## src/rtl/data_path_muxs_pkg.sv

```systemverilog
// Shared datapath types: word/register widths, writeback source select and MEM-stage FSM states.
package data_path_muxs_pkg;

  typedef logic [31:0] word_t;
  typedef logic [4:0]  regbits_t;

  typedef enum logic [1:0] {
    MTR_ALU  = 2'd0,
    MTR_LOAD = 2'd1,
    MTR_LINK = 2'd2,
    MTR_IMM  = 2'd3
  } mem_to_reg_mux_selection;

  // Writeback source loaded into the MEM/WB register for a bubble.
  localparam mem_to_reg_mux_selection MTR_DEFAULT = MTR_ALU;

  typedef enum logic [1:0] {
    IDLE = 2'd0,
    WAIT = 2'd1,
    HELD = 2'd2
  } mem_fsm_t;

endpackage

```

## src/rtl/dmem_req_fsm.sv

```systemverilog
// Dcache request sequencer: holds the request until dhit, then parks in HELD until the
// pipeline retires the instruction, so a finished access is never reissued.
module dmem_req_fsm
  import data_path_muxs_pkg::*;
#(
  parameter int WORD_W = 32
) (
  input  logic              CLK,
  input  logic              RST,
  input  logic              ren_i,
  input  logic              wen_i,
  input  logic              enable_i,
  input  logic              dhit_i,
  input  logic [WORD_W-1:0] dmemload_i,
  output logic              dREN_o,
  output logic              dWEN_o,
  output logic              mem_stall_o,
  output logic [WORD_W-1:0] load_val_o
);

  mem_fsm_t          state_q, state_d;
  logic [WORD_W-1:0] load_buf_q, load_buf_d;
  logic              memop;
  logic              active;

  assign memop = ren_i | wen_i;
  // Reset gates the request combinationally so it drops without waiting for a clock edge.
  assign active = (state_q != HELD) && !RST;

  assign dWEN_o      = wen_i & active;
  assign dREN_o      = ren_i & ~wen_i & active;
  assign mem_stall_o = memop & ~dhit_i & active;
  assign load_val_o  = dhit_i ? dmemload_i : load_buf_q;

  always_comb begin
    state_d    = state_q;
    load_buf_d = load_buf_q;
    if (dhit_i && ren_i && !wen_i) begin
      load_buf_d = dmemload_i;
    end
    unique case (state_q)
      IDLE: begin
        if (memop && !dhit_i) begin
          state_d = WAIT;
        end else if (memop && dhit_i && !enable_i) begin
          state_d = HELD;
        end
      end
      WAIT: begin
        if (dhit_i) begin
          state_d = enable_i ? IDLE : HELD;
        end
      end
      HELD: begin
        if (enable_i) begin
          state_d = IDLE;
        end
      end
      default: state_d = IDLE;
    endcase
  end

  always_ff @(posedge CLK or posedge RST) begin
    if (RST) begin
      state_q    <= IDLE;
      load_buf_q <= '0;
    end else begin
      state_q    <= state_d;
      load_buf_q <= load_buf_d;
    end
  end

endmodule

```

## src/rtl/mem_wb_stage.sv

```systemverilog
// MEM stage and MEM/WB pipeline register: dcache handshake, writeback register with
// stall/flush priority, sticky halt and a saturating dcache-wait counter.
module mem_wb_stage
  import data_path_muxs_pkg::*;
#(
  parameter int WORD_W = 32,
  parameter int REG_AW = 5,
  parameter int CNT_W  = 16
) (
  input  logic                    CLK,
  input  logic                    RST,
  input  logic                    enable_MEM_WB,
  input  logic                    flush_MEM_WB,
  input  logic                    dmemREN_EX_MEM,
  input  logic                    dmemWEN_EX_MEM,
  input  logic [WORD_W-1:0]       dmemaddr_EX_MEM,
  input  logic [WORD_W-1:0]       dmemstore_EX_MEM,
  input  logic [WORD_W-1:0]       result_EX_MEM,
  input  logic [WORD_W-1:0]       next_imemaddr_EX_MEM,
  input  logic                    WEN_EX_MEM,
  input  logic [REG_AW-1:0]       wsel_EX_MEM,
  input  mem_to_reg_mux_selection mem_to_reg_EX_MEM,
  input  logic                    halt_EX_MEM,
  input  logic                    dhit,
  input  logic [WORD_W-1:0]       dmemload,
  output logic                    dREN,
  output logic                    dWEN,
  output logic [WORD_W-1:0]       daddr,
  output logic [WORD_W-1:0]       dstore,
  output logic                    mem_stall,
  output logic                    WEN_MEM_WB,
  output logic [REG_AW-1:0]       wsel_MEM_WB,
  output mem_to_reg_mux_selection mem_to_reg_MEM_WB,
  output logic [WORD_W-1:0]       result_MEM_WB,
  output logic [WORD_W-1:0]       dmemload_MEM_WB,
  output logic [WORD_W-1:0]       next_imemaddr_MEM_WB,
  output logic                    halt_MEM_WB,
  output logic [CNT_W-1:0]        dwait_cnt
);

  logic [WORD_W-1:0]       load_val;
  logic                    wen_q, wen_d;
  logic [REG_AW-1:0]       wsel_q, wsel_d;
  mem_to_reg_mux_selection mtr_q, mtr_d;
  logic [WORD_W-1:0]       result_q, result_d;
  logic [WORD_W-1:0]       dload_q, dload_d;
  logic [WORD_W-1:0]       link_q, link_d;
  logic                    halt_q, halt_d;
  logic [CNT_W-1:0]        cnt_q, cnt_d;

  dmem_req_fsm #(.WORD_W(WORD_W)) u_req (
    .CLK        (CLK),
    .RST        (RST),
    .ren_i      (dmemREN_EX_MEM),
    .wen_i      (dmemWEN_EX_MEM),
    .enable_i   (enable_MEM_WB),
    .dhit_i     (dhit),
    .dmemload_i (dmemload),
    .dREN_o     (dREN),
    .dWEN_o     (dWEN),
    .mem_stall_o(mem_stall),
    .load_val_o (load_val)
  );

  assign daddr  = dmemaddr_EX_MEM;
  assign dstore = dmemstore_EX_MEM;

  // A stall overrides the hazard unit's enable; flush only acts on a cycle that would load.
  always_comb begin
    wen_d    = wen_q;
    wsel_d   = wsel_q;
    mtr_d    = mtr_q;
    result_d = result_q;
    dload_d  = dload_q;
    link_d   = link_q;
    if (mem_stall) begin
      wen_d = wen_q;
    end else if (enable_MEM_WB && flush_MEM_WB) begin
      wen_d    = 1'b0;
      wsel_d   = '0;
      mtr_d    = MTR_DEFAULT;
      result_d = '0;
      dload_d  = '0;
      link_d   = '0;
    end else if (enable_MEM_WB) begin
      wen_d    = WEN_EX_MEM;
      wsel_d   = wsel_EX_MEM;
      mtr_d    = mem_to_reg_EX_MEM;
      result_d = result_EX_MEM;
      dload_d  = load_val;
      link_d   = next_imemaddr_EX_MEM;
    end
    halt_d = halt_q | (enable_MEM_WB & ~flush_MEM_WB & ~mem_stall & halt_EX_MEM);
    cnt_d  = (mem_stall && (cnt_q != '1)) ? cnt_q + CNT_W'(1) : cnt_q;
  end

  always_ff @(posedge CLK or posedge RST) begin
    if (RST) begin
      wen_q    <= 1'b0;
      wsel_q   <= '0;
      mtr_q    <= MTR_DEFAULT;
      result_q <= '0;
      dload_q  <= '0;
      link_q   <= '0;
      halt_q   <= 1'b0;
      cnt_q    <= '0;
    end else begin
      wen_q    <= wen_d;
      wsel_q   <= wsel_d;
      mtr_q    <= mtr_d;
      result_q <= result_d;
      dload_q  <= dload_d;
      link_q   <= link_d;
      halt_q   <= halt_d;
      cnt_q    <= cnt_d;
    end
  end

  // The EX stage must never present a load and a store together.
  always_ff @(posedge CLK) begin
    if (!RST) begin
      assert (!(dmemREN_EX_MEM && dmemWEN_EX_MEM));
    end
  end

  assign WEN_MEM_WB           = wen_q;
  assign wsel_MEM_WB          = wsel_q;
  assign mem_to_reg_MEM_WB    = mtr_q;
  assign result_MEM_WB        = result_q;
  assign dmemload_MEM_WB      = dload_q;
  assign next_imemaddr_MEM_WB = link_q;
  assign halt_MEM_WB          = halt_q;
  assign dwait_cnt            = cnt_q;

endmodule

```

## config.mk

```make
export PLATFORM = sky130hd
export DESIGN_NAME = mem_wb_stage
export DESIGN_NICKNAME = d
export VERILOG_FILES = /design/src/rtl/data_path_muxs_pkg.sv /design/src/rtl/dmem_req_fsm.sv /design/src/rtl/mem_wb_stage.sv
export SDC_FILE = /design/constraint.sdc
export NUM_CORES = 1
export LEC_CHECK = 0
export ABC_AREA = 0
export BUFFER_PORTS_ARGS = -buffer_cell sky130_fd_sc_hd__clkbuf_2
export CORE_AREA = 2 2 142 144
export CTS_CLUSTER_DIAMETER = 200
export DETAILED_ROUTE_END_ITERATION = 16
export DIE_AREA = 0 0 144 146
export PLACE_DENSITY = 0.64
export SKIP_LAST_GASP = 1
export SLEW_MARGIN = 20
export SYNTH_ARGS = -nofsm -noshare
export SYNTH_HDL_FRONTEND = slang
export SYNTH_SLANG_ARGS = --single-unit
```

## constraint.sdc

```tcl
create_clock -name CLK -period 6.4 [get_ports CLK]
set_clock_uncertainty 0.1 [all_clocks]
set_input_delay 1.28 -clock CLK [delete_from_list [all_inputs] [get_ports CLK]]
set_output_delay 1.28 -clock CLK [all_outputs]
set_load 0.005 [all_outputs]
```

==> qor.csv, run 1 <==
stage,metric,value,unit
synthesis,post-synthesis mux area share,0.101,
floorplanning,Core Region,19300,um^2
synthesis,synth top area cells,"dfrtp_1, nand2_1, buf_4, mux2_2, o21ai_0",
cts,number of CTS-inserted buffers,17,
floorplanning,Die Ht,146,um
timing,"Setup violations, final",0,
place,RD Place Congestion,0.780,
global_route,pin count of the biggest net entering global routing,180,
synthesis,Post-Synth XOR/XNOR Area,0.0161,
synthesis,Main synth FF type,dfrtp_1,
floorplanning,Die Wd,144,um
timing,Tmin final,3.92,ns
worst_setup_path,FF-to-FF path depth,6,
timing,fin crit share,0.613,
synthesis,post-synth top area share,0.555,
drt,DRC Markers,0,
global_route,global-route wire length before repair,26100,um
worst_setup_path,capture point of the worst path,mem_stall,
layout,share of cells above drive strength 1,0.374,
synthesis,cell area after synthesis,6990,um^2
drt,drt first pass iters,4,
cts,clock latency on the worst-skew pair,0.42,ns
cts,clock-pin slew on the worst setup and hold paths,0.06,ns
drt,Avg Vias per Cell,4.59,
synthesis,Unique masters post-synth,40,
worst_setup_path,crit-path leading delay family,simple AND/OR/NAND/NOR gates,
worst_setup_path,Setup crit start kind,input pin,
job,Max-Cap Viols,0,
worst_setup_path,Worst Setup Path Type,input pin to output pin,
worst_setup_path,Worst EP required,5.02,ns
timing,unrepaired setup endpoints after global routing,false,
global_route,GRT Residual Overflow,0,
worst_setup_path,max incr delay on CP,0.69,ns
synthesis,Compound-Gate Fraction of Synth Area,0.0958,
synthesis,number of flops mapped to enable cells by yosys,0,
worst_hold_path,worst min path class,flop to flop,
power_and_ir_drop,overall power,2.66,mW
cts,CTS max path bufs,2,
cts,post-CTS setup buffers,0,
drt,total number of vias,5087,
drt,final WL,16200,um
power_and_ir_drop,worst vdd ir,0.166,mV
timing,normalized max-slew margin,0.329,
layout,final net count,1007,
status,outcome,"finished, final reports clean",
power_and_ir_drop,PwrDens,312,nW/um^2
floorplanning,FP Rows,51,
global_route,Global Route Usage Sum,0.156,
synthesis,Yosys top cell by area,dfrtp_1,
synthesis,"Async S/R FF share, synth",1.00,
synthesis,#FFs+latches synth,155,
timing,Final Max Slew Viols,0,
global_route,antenna violations before repair,0,
worst_setup_path,CP startpoint,dhit,
timing,Least-Margin Pin Slew,1.01,ns
synthesis,Synth Area in Simple Gates,0.132,
drt,Detail Route Antenna Nets,0,
cts,PostCTS Resize Cnt,0,
worst_setup_path,r2r setup slk,3.63,ns
worst_setup_path,reg2reg start,u_req.state_q[1],
cts,CTS Hold Buffers Added,0,
worst_setup_path,Crit Path Max Fanout,36,
worst_setup_path,WP buf/inv,4,
worst_setup_path,Most Frequent Cell on Critical Path,clkbuf_2,
floorplanning,die footprint,21000,um^2
worst_setup_path,Worst Setup End Kind,output pin,
cts,clock sink total,155,
worst_setup_path,"Max stage delay cell, worst path",or4_4,
layout,Fill cells,1926,
synthesis,Synth Area in Adders,0.00179,
timing,Peak Freq,255,MHz
worst_setup_path,stages on the worst setup path,5,
cts,CTS tree,built,
drt,initial DRC count,159,
synthesis,largest family of logic cells by synthesized area,simple AND/OR/NAND/NOR gates,
floorplanning,IO Count,364,
layout,# diodes,0,
worst_setup_path,reg-to-reg endpoint,dmemload_MEM_WB[18],
synthesis,Synth Instances,676,
place,PortBufs,235,
drt,post-DR wirelength/cell,14.6,um
synthesis,register area share after synthesis,0.555,
synthesis,syn nets,853,
power_and_ir_drop,Pleak,4.28,nW
global_route,number of global-route vias before repair,4953,
synthesis,Mapped Avg Cell Area,10.3,um^2
cts,CTS H-Tree Depth,4,
worst_setup_path,CP Cell Sequence,clkbuf_2 > buf_4 > or4_4 > clkinv_4 > clkbuf_2,
timing,final hold violation count,0,
cts,clk root buf,clkbuf_16,
layout,Layout area overhead,22.0,%
synthesis,warnings from Yosys,0,
place,HPWL after detailed placement,11100,um
timing,post-route setup TNS,0,ns
floorplanning,initial core utilization,0.361,
worst_setup_path,CP Data Arrival Time,2.54,ns
synthesized netlist by cell type, types with 3 or more instances:
| master | instances |
|---|---|
| nand2_1 | 184 |
| dfrtp_1 | 155 |
| o21ai_0 | 72 |
| buf_4 | 64 |
| mux2_2 | 34 |
| mux2i_1 | 32 |
| o31ai_1 | 32 |
| clkbuf_1 | 21 |
| buf_2 | 14 |
| nor2_1 | 7 |
| xnor2_1 | 6 |
| xor2_1 | 5 |
| buf_1 | 4 |
| nand3_1 | 4 |
| nand4_1 | 4 |
| nor3_1 | 4 |
| a31oi_1 | 3 |
stage by stage:
stage	hold slack [ns]	setup WS, ns	utilization	instances	instance area, um^2
after floorplan	0.328	0.842	-	676	6990
after global placement	0.335	2.45	0.408	1076	7890
after detailed placement	0.346	2.45	0.408	1076	7890
after CTS	0.354	2.45	0.441	1108	8530
after global routing	0.375	2.42	0.441	1108	8530
final	0.350	2.48	0.441	1108	8530
cells by family after synthesis:
group	after synthesis
xor gates and xnor gates	12
and+or+nand+nor	221
buffers and inverters	109
AOI/OAI and AO/OA	112
muxes	66
DFF	155
adders and majority gates	1
layout by cell type, fill, tap and decap left out, types with 5 or more instances in the layout:
master	Yosys	layout
buf_4	64	5
nand2_1	184	184
clkbuf_2	0	235
o31ai_1	32	32
mux2_2	34	34
nor2_1	7	7
mux2i_1	32	32
xnor2_1	6	6
o21ai_0	72	72
dfrtp_1	155	155
xor2_1	5	5
clkbuf_16	0	17
worst min-delay path by stage:
stage                             to  cells after the start  slack [ns]        startpoint
floorplan           u_req.state_q[0]                      1        0.33  u_req.state_q[1]
finish              u_req.state_q[0]                      1        0.35  u_req.state_q[1]
global placement    u_req.state_q[0]                      1        0.34  u_req.state_q[1]
CTS                 u_req.state_q[0]                      1        0.35  u_req.state_q[1]
detailed placement  u_req.state_q[0]                      1        0.35  u_req.state_q[1]
global route        u_req.state_q[0]                      1        0.37  u_req.state_q[1]
power by group:
group | switching (mW) | internal (mW) | total, mW
sequential | 0.0816 | 1.11 | 1.19
combinational | 0.193 | 0.179 | 0.372
clock | 0.421 | 0.680 | 1.10
layer usage:
metal,part of all wire,global-route usage,up-vias
li1,-,-,2511
met1,0.44,0.205,2358
met2,0.46,0.243,185
met3,0.074,0.0464,33
met4,0.023,0.0613,0
met5,0,0,-
flip-flops by register name (all words and copies together) (netlist names):
register	cells
WEN_MEM_WB	1
dmemload_MEM_WB	32
dwait_cnt	16
halt_MEM_WB	1
mem_to_reg_MEM_WB	2
next_imemaddr_MEM_WB	32
result_MEM_WB	32
u_req.load_buf_q	32
u_req.state_q	2
wsel_MEM_WB	5
layout make-up:
cell class | count | area (um^2) | share of cell area
Timing Repair Buffer | 240 | 1210 | 0.142
Inverter | 4 | 25.0 | 0.00293
Clock buffer | 20 | 457 | 0.0535
Clock inverter | 12 | 186 | 0.0219
Sequential cell | 155 | 3880 | 0.455
Tap cell | 265 | 332 | 0.0389
Multi-Input combinational cell | 412 | 2440 | 0.286
No activity file was read; power rests on OpenSTA's default activity.
==> run 2: changes to the inputs <==
- ABC_AREA: 0 -> 1
- PLACE_DENSITY: 0.64 -> 0.67
- clock period: 6.4 -> 3.6 ns (I/O delays scaled with it)
==> run 2 against run 1 <==
Worst hold slack improved by 0.0092 ns. Via count grew 16%. Register-to-register slack got worse by 2.0 ns. Non-clock buffer count is the same. Sequential power is 78% higher. Combinational power rose by 86%. Setup slack got worse by 1.2 ns. Critical endpoint is now dREN.
==> qor.csv, run 2 <==
stage,metric,value,unit
worst_setup_path,Crit Path Max Fanout,4,
synthesis,"top cells by count, synth","nand2_1, dfrtp_1, o21ai_0, buf_4, inv_1",
layout,Fill cells,1960,
synthesis,post-synth top area share,0.542,
timing,"Setup violations, final",0,
global_route,GRT Residual Overflow,0,
power_and_ir_drop,PwrDens,530,nW/um^2
timing,Peak Freq,437,MHz
place,PortBufs,235,
timing,normalized max-slew margin,0.348,
timing,fin crit share,0.635,
worst_setup_path,Worst Setup End Kind,output pin,
floorplanning,die footprint,21000,um^2
place,HPWL after detailed placement,12300,um
synthesis,#FFs+latches synth,155,
worst_setup_path,CP Cell Sequence,a21oi_2 > inv_1 > nor2_1 > clkbuf_2,
worst_setup_path,reg2reg start,dwait_cnt[0],
worst_setup_path,CP Data Arrival Time,1.47,ns
worst_setup_path,Worst Setup Path Type,flop to output pin,
synthesis,syn nets,1060,
cts,CTS max path bufs,2,
timing,post-route setup TNS,0,ns
worst_setup_path,crit-path leading delay family,flip-flops,
synthesis,Synth Area in Adders,0.00175,
timing,Final Max Slew Viols,0,
floorplanning,initial core utilization,0.370,
synthesis,Yosys top cell by area,dfrtp_1,
drt,total number of vias,5891,
place,RD Place Congestion,0.751,
drt,Detail Route Antenna Nets,0,
place,Placed Area,8050,um^2
floorplanning,Die Ht,146,um
synthesis,Synth Area in Simple Gates,0.251,
synthesis,Post-Synth XOR/XNOR Area,0.00734,
cts,clock-pin slew on the worst setup and hold paths,0.07,ns
power_and_ir_drop,worst vdd ir,0.321,mV
floorplanning,Core Region,19300,um^2
cts,CTS H-Tree Depth,4,
synthesis,Compound-Gate Fraction of Synth Area,0.0715,
cts,PostCTS Resize Cnt,0,
cts,clk root buf,clkbuf_16,
synthesis,Synth Instances,883,
worst_setup_path,Setup crit start kind,flop,
cts,post-CTS setup buffers,0,
global_route,Global Route Usage Sum,0.172,
synthesis,warnings from Yosys,0,
synthesis,"count leader, synth",nand2_1,
global_route,antenna violations before repair,0,
cts,clock latency on the worst-skew pair,0.43,ns
floorplanning,Die Wd,144,um
global_route,number of global-route vias before repair,5418,
worst_setup_path,Worst EP required,2.78,ns
synthesis,Mapped Avg Cell Area,8.11,um^2
floorplanning,IO Count,364,
worst_setup_path,"Max stage delay cell, worst path",dfrtp_1,
worst_hold_path,Hold Path Origin,halt_MEM_WB,
layout,final net count,1216,
floorplanning,FP Rows,51,
layout,# diodes,0,
layout,"commonest non-fill, non-tap cell in the layout",nand2_1,
drt,DRC Markers,0,
synthesis,cell area after synthesis,7160,um^2
synthesis,number of flops mapped to enable cells by yosys,0,
global_route,global-route wire length before repair,28200,um
timing,Least-Margin Pin Slew,0.977,ns
drt,post-DR wirelength/cell,13.7,um
synthesis,synth top area cells,"dfrtp_1, nand2_1, buf_4, o21ai_0, inv_1",
cts,clock sink total,155,
global_route,pin count of the biggest net entering global routing,156,
cts,CTS tree,built,
job,Max-Cap Viols,0,
timing,final hold violation count,0,
drt,final WL,18000,um
worst_hold_path,worst min path class,flop to flop,
synthesis,post-synthesis mux area share,0,
drt,initial DRC count,271,
layout,design area,8630,um^2
synthesis,register area share after synthesis,0.542,
drt,Avg Vias per Cell,4.47,
worst_setup_path,WP buf/inv,2,
power_and_ir_drop,overall power,4.57,mW
layout,share of cells above drive strength 1,0.270,
synthesis,largest family of logic cells by synthesized area,simple AND/OR/NAND/NOR gates,
timing,unrepaired setup endpoints after global routing,false,
power_and_ir_drop,Pleak,4.87,nW
layout,most frequent cells in the layout,"nand2_1, clkbuf_2, dfrtp_1",
drt,drt first pass iters,4,
synthesis,Unique masters post-synth,28,
worst_setup_path,CP startpoint,u_req.state_q[1],
status,outcome,"finished, final reports clean",
worst_setup_path,max incr delay on CP,0.42,ns
layout,Layout area overhead,20.5,%
cts,number of CTS-inserted buffers,17,
synthesis,Main synth FF type,dfrtp_1,
synthesis,"Async S/R FF share, synth",1.00,
cts,CTS Hold Buffers Added,0,
timing,Tmin final,2.29,ns
==> run 2: changes by cell type after synthesis, sizes merged, moves of 8 or more <==
cell / before / now
o31ai: 32 / 0
mux2i: 32 / 0
mux2: 34 / 0
inv: 3 / 54
a21oi: 2 / 21
nor2: 7 / 26
nand2: 185 / 425
clkbuf: 21 / 11
buf: 84 / 92
==> run 2: through the flow <==
step           hold slack (ns)  instances  setup slack, ns   util
4_1_cts                  0.362       1317             1.26  0.446
6_report                 0.359       1317             1.31  0.446
2_1_floorplan            0.348        883            0.821      -
5_1_grt                  0.362       1317             1.16  0.446
3_5_place_dp             0.347       1285             1.25  0.416
3_3_place_gp             0.342       1285             1.25  0.416
==> run 2: path summary, 6_finish.rpt <==
check | to | slack [ns] | cells after the start
worst max-delay path | dREN | 1.31 | 4
worst min-delay path | halt_MEM_WB | 0.36 | 1
worst max register to register | dwait_cnt[10] | 1.60 | 7
worst min register to register | halt_MEM_WB | 0.36 | 1
max in group asynchronous | next_imemaddr_MEM_WB[13] | 2.20 | 3
min in group asynchronous | dwait_cnt[11] | 0.39 | 3
==> run 2: layout make-up <==
class,count,area (um^2),area share
Tap cell,265,332,0.0384
Multi-Input combinational cell,571,2380,0.276
Timing Repair Buffer,240,1250,0.145
Clock buffer,18,439,0.0509
Clock inverter,14,138,0.0160
Inverter,54,206,0.0239
Sequential cell,155,3880,0.450
==> run 2: kinds of logic (layout without fill, tap and decap cells) <==
group / count (synthesis) / after routing
compound gates: 99 / 99
xor+xnor: 6 / 6
fa+ha+maj: 1 / 1
buf+inv: 157 / 326
flops: 155 / 155
simple gates: 465 / 465
==> run 2: routing by layer <==
metal,track usage,up-vias,share of wire
met5,0,-,0
met2,0.278,189,0.48
met1,0.214,2708,0.43
li1,-,2959,-
met4,0.0642,0,0.022
met3,0.0559,35,0.069
==> run 2: worst register-to-register path: cells and delay by family (launching register included) <==
kind | cells | cell delay, ns
AND/OR/NAND/NOR | 5 | 0.85
flip-flops | 1 | 0.42
adder cells (fa/ha/maj) | 1 | 0.28
AO/OA/AOI/OAI | 1 | 0.19
==> run 2: report_power, final <==
part / internal (mW) / switching, mW / total, mW
Clock: 0.983 / 0.775 / 1.76
Combinational: 0.298 / 0.395 / 0.693
Sequential: 1.96 / 0.154 / 2.12
==> run 3: changes to the inputs <==
- ABC_AREA: 1 -> 0
- PLACE_DENSITY: 0.67 -> 0.64
- clock period: 3.6 -> 2.4 ns (I/O delays scaled with it)
==> run 3 against run 2 <==
Total power up 47%. Routed wire length fell by 7.7%. Critical endpoint is now mem_stall. Clock-buffer cell count unchanged. Critical path depth unchanged. Critical path type unchanged. Cell count fell by 15%.
==> qor.csv, run 3 (same netlist as run 1, synthesis figures left out) <==
stage,metric,value,unit
status,outcome,"finished, final reports clean",
power_and_ir_drop,Sw Share,0.280,
place,PortBufs,235,
place,HPWL after detailed placement,11800,um
worst_hold_path,worst min path class,input pin to async pin,
drt,total number of vias,5133,
job,Max-Cap Viols,0,
global_route,pin count of the biggest net entering global routing,69,
layout,# diodes,0,
power_and_ir_drop,overall power,6.73,mW
timing,post-route setup TNS,0,ns
drt,final WL,16600,um
drt,Detail Route Antenna Nets,0,
global_route,antenna violations before repair,0,
timing,final hold violation count,0,
timing,Peak Freq,429,MHz
floorplanning,Die Ht,146,um
timing,normalized max-slew margin,0.595,
layout,design area,8670,um^2
worst_setup_path,Worst Setup Path Type,flop to output pin,
worst_setup_path,Worst EP required,1.82,ns
worst_setup_path,max incr delay on CP,0.58,ns
global_route,GRT Residual Overflow,0,
floorplanning,FP Rows,51,
power_and_ir_drop,Flop pwr share,0.469,
worst_setup_path,crit-path leading delay family,simple AND/OR/NAND/NOR gates,
floorplanning,initial core utilization,0.361,
global_route,global-route wire length before repair,26800,um
global_route,number of global-route vias before repair,4992,
worst_setup_path,Worst Setup End Kind,output pin,
drt,DRC Markers,0,
worst_setup_path,reg-to-reg endpoint,dwait_cnt[13],
power_and_ir_drop,Pleak,4.36,nW
worst_setup_path,Crit Path Max Fanout,4,
global_route,Global Route Usage Sum,0.163,
timing,"Setup violations, final",0,
layout,"commonest non-fill, non-tap cell in the layout",clkbuf_2,
worst_setup_path,CP Data Arrival Time,1.75,ns
cts,CTS max path bufs,2,
layout,final net count,1023,
power_and_ir_drop,worst vdd ir,0.423,mV
drt,post-DR wirelength/cell,14.8,um
drt,drt first pass iters,6,
timing,fin crit share,0.971,
power_and_ir_drop,combinational power share,0.155,
power_and_ir_drop,Int Power,4.84,mW
floorplanning,Core Region,19300,um^2
worst_setup_path,FF-to-FF path depth,7,
timing,Tmin final,2.33,ns
timing,Least-Margin Pin Slew,0.607,ns
drt,Avg Vias per Cell,4.57,
timing,Hold Worst Slack,0.0976,ns
cts,CTS tree,built,
cts,number of CTS-inserted buffers,17,
worst_setup_path,Setup crit start kind,flop,
timing,Worst Slack Setup Final,0.0693,ns
worst_setup_path,"Max stage delay cell, worst path",or4_4,
layout,Finished Layout Cells,1124,
power_and_ir_drop,Psw,1.89,mW
timing,Final Max Slew Viols,0,
floorplanning,Die Wd,144,um
timing,unrepaired setup endpoints after global routing,false,
layout,fin util,0.448,
place,DP Cell Count,1088,
place,Placed Area,8090,um^2
worst_setup_path,CP Cell Sequence,nor2b_2 > or4_4 > clkinv_4 > clkbuf_2,
cts,clock latency on the worst-skew pair,0.41,ns
power_and_ir_drop,Clock Power Share,0.376,
layout,most frequent cells in the layout,"clkbuf_2, nand2_1, dfrtp_1",
drt,initial DRC count,209,
worst_setup_path,r2r setup slk,0.14,ns
place,RD Place Congestion,0.796,
layout,Layout area overhead,24.1,%
floorplanning,die footprint,21000,um^2
cts,clock-pin slew on the worst setup and hold paths,0.07,ns
floorplanning,IO Count,364,
worst_setup_path,reg2reg start,u_req.state_q[1],
cts,clk root buf,clkbuf_16,
cts,CTS H-Tree Depth,4,
worst_setup_path,WP buf/inv,2,
power_and_ir_drop,PwrDens,776,nW/um^2
cts,clock sink total,155,
place,pre-CTS WS,0.127,ns
cts,CTS Hold Buffers Added,0,
layout,share of cells above drive strength 1,0.388,
## run 3: worst max-delay path by stage
stage | slack (ns) | from | to | cells past startpoint
4_1_cts | 0.03 | u_req.state_q[1] | mem_stall | 4
3_5_place_dp | 0.13 | RST | dwait_cnt[13] | 6
3_3_place_gp | 0.14 | RST | dwait_cnt[13] | 6
2_1_floorplan | -0.14 | RST | WEN_MEM_WB | 1
5_1_grt | 0.002 | u_req.state_q[1] | mem_stall | 4
6_report | 0.07 | u_req.state_q[1] | mem_stall | 4
## run 3: area by class of cell
cell class                 instances  area, um^2
clock inverter                    14         111
sequential                       155        3880
clock buffer                      18         439
inverter                           4        23.8
timing repair buffer             256        1450
fill                            1893       10700
multi-input combinational        412        2440
tap                              265         332
## run 3: metal layers
metal | up-vias | wire, um | global-route usage
li1 | 2549 | - | -
met1 | 2401 | 7380 | 0.212
met2 | 150 | 7730 | 0.250
met3 | 33 | 1220 | 0.0596
met4 | 0 | 299 | 0.0549
met5 | - | 0 | 0
## run 3: timing repair
item	4_1_cts	5_1_grt
endpoints found under the setup margin	0	1
buffers inserted	0	4
resized for setup	0	1
## run 3: worst reg2reg max path, stage by stage (launching register included)
cell      delay (ns)
dfrtp_1         0.39
nor2b_2         0.18
or4_4           0.58
clkinv_4        0.07
buf_4           0.11
nand3_2         0.07
or4_4           0.50
xnor2_2         0.14
## run 3: power by group through the flow
stage	sequential [mW]	clock, mW	combinational [mW]
finish	3.16	2.53	1.04
global route	3.21	2.74	1.19
CTS	3.16	2.62	1.06
detailed placement	3.20	0	1.06
global placement	3.20	0	1.04
floorplan	3.20	0	0.620
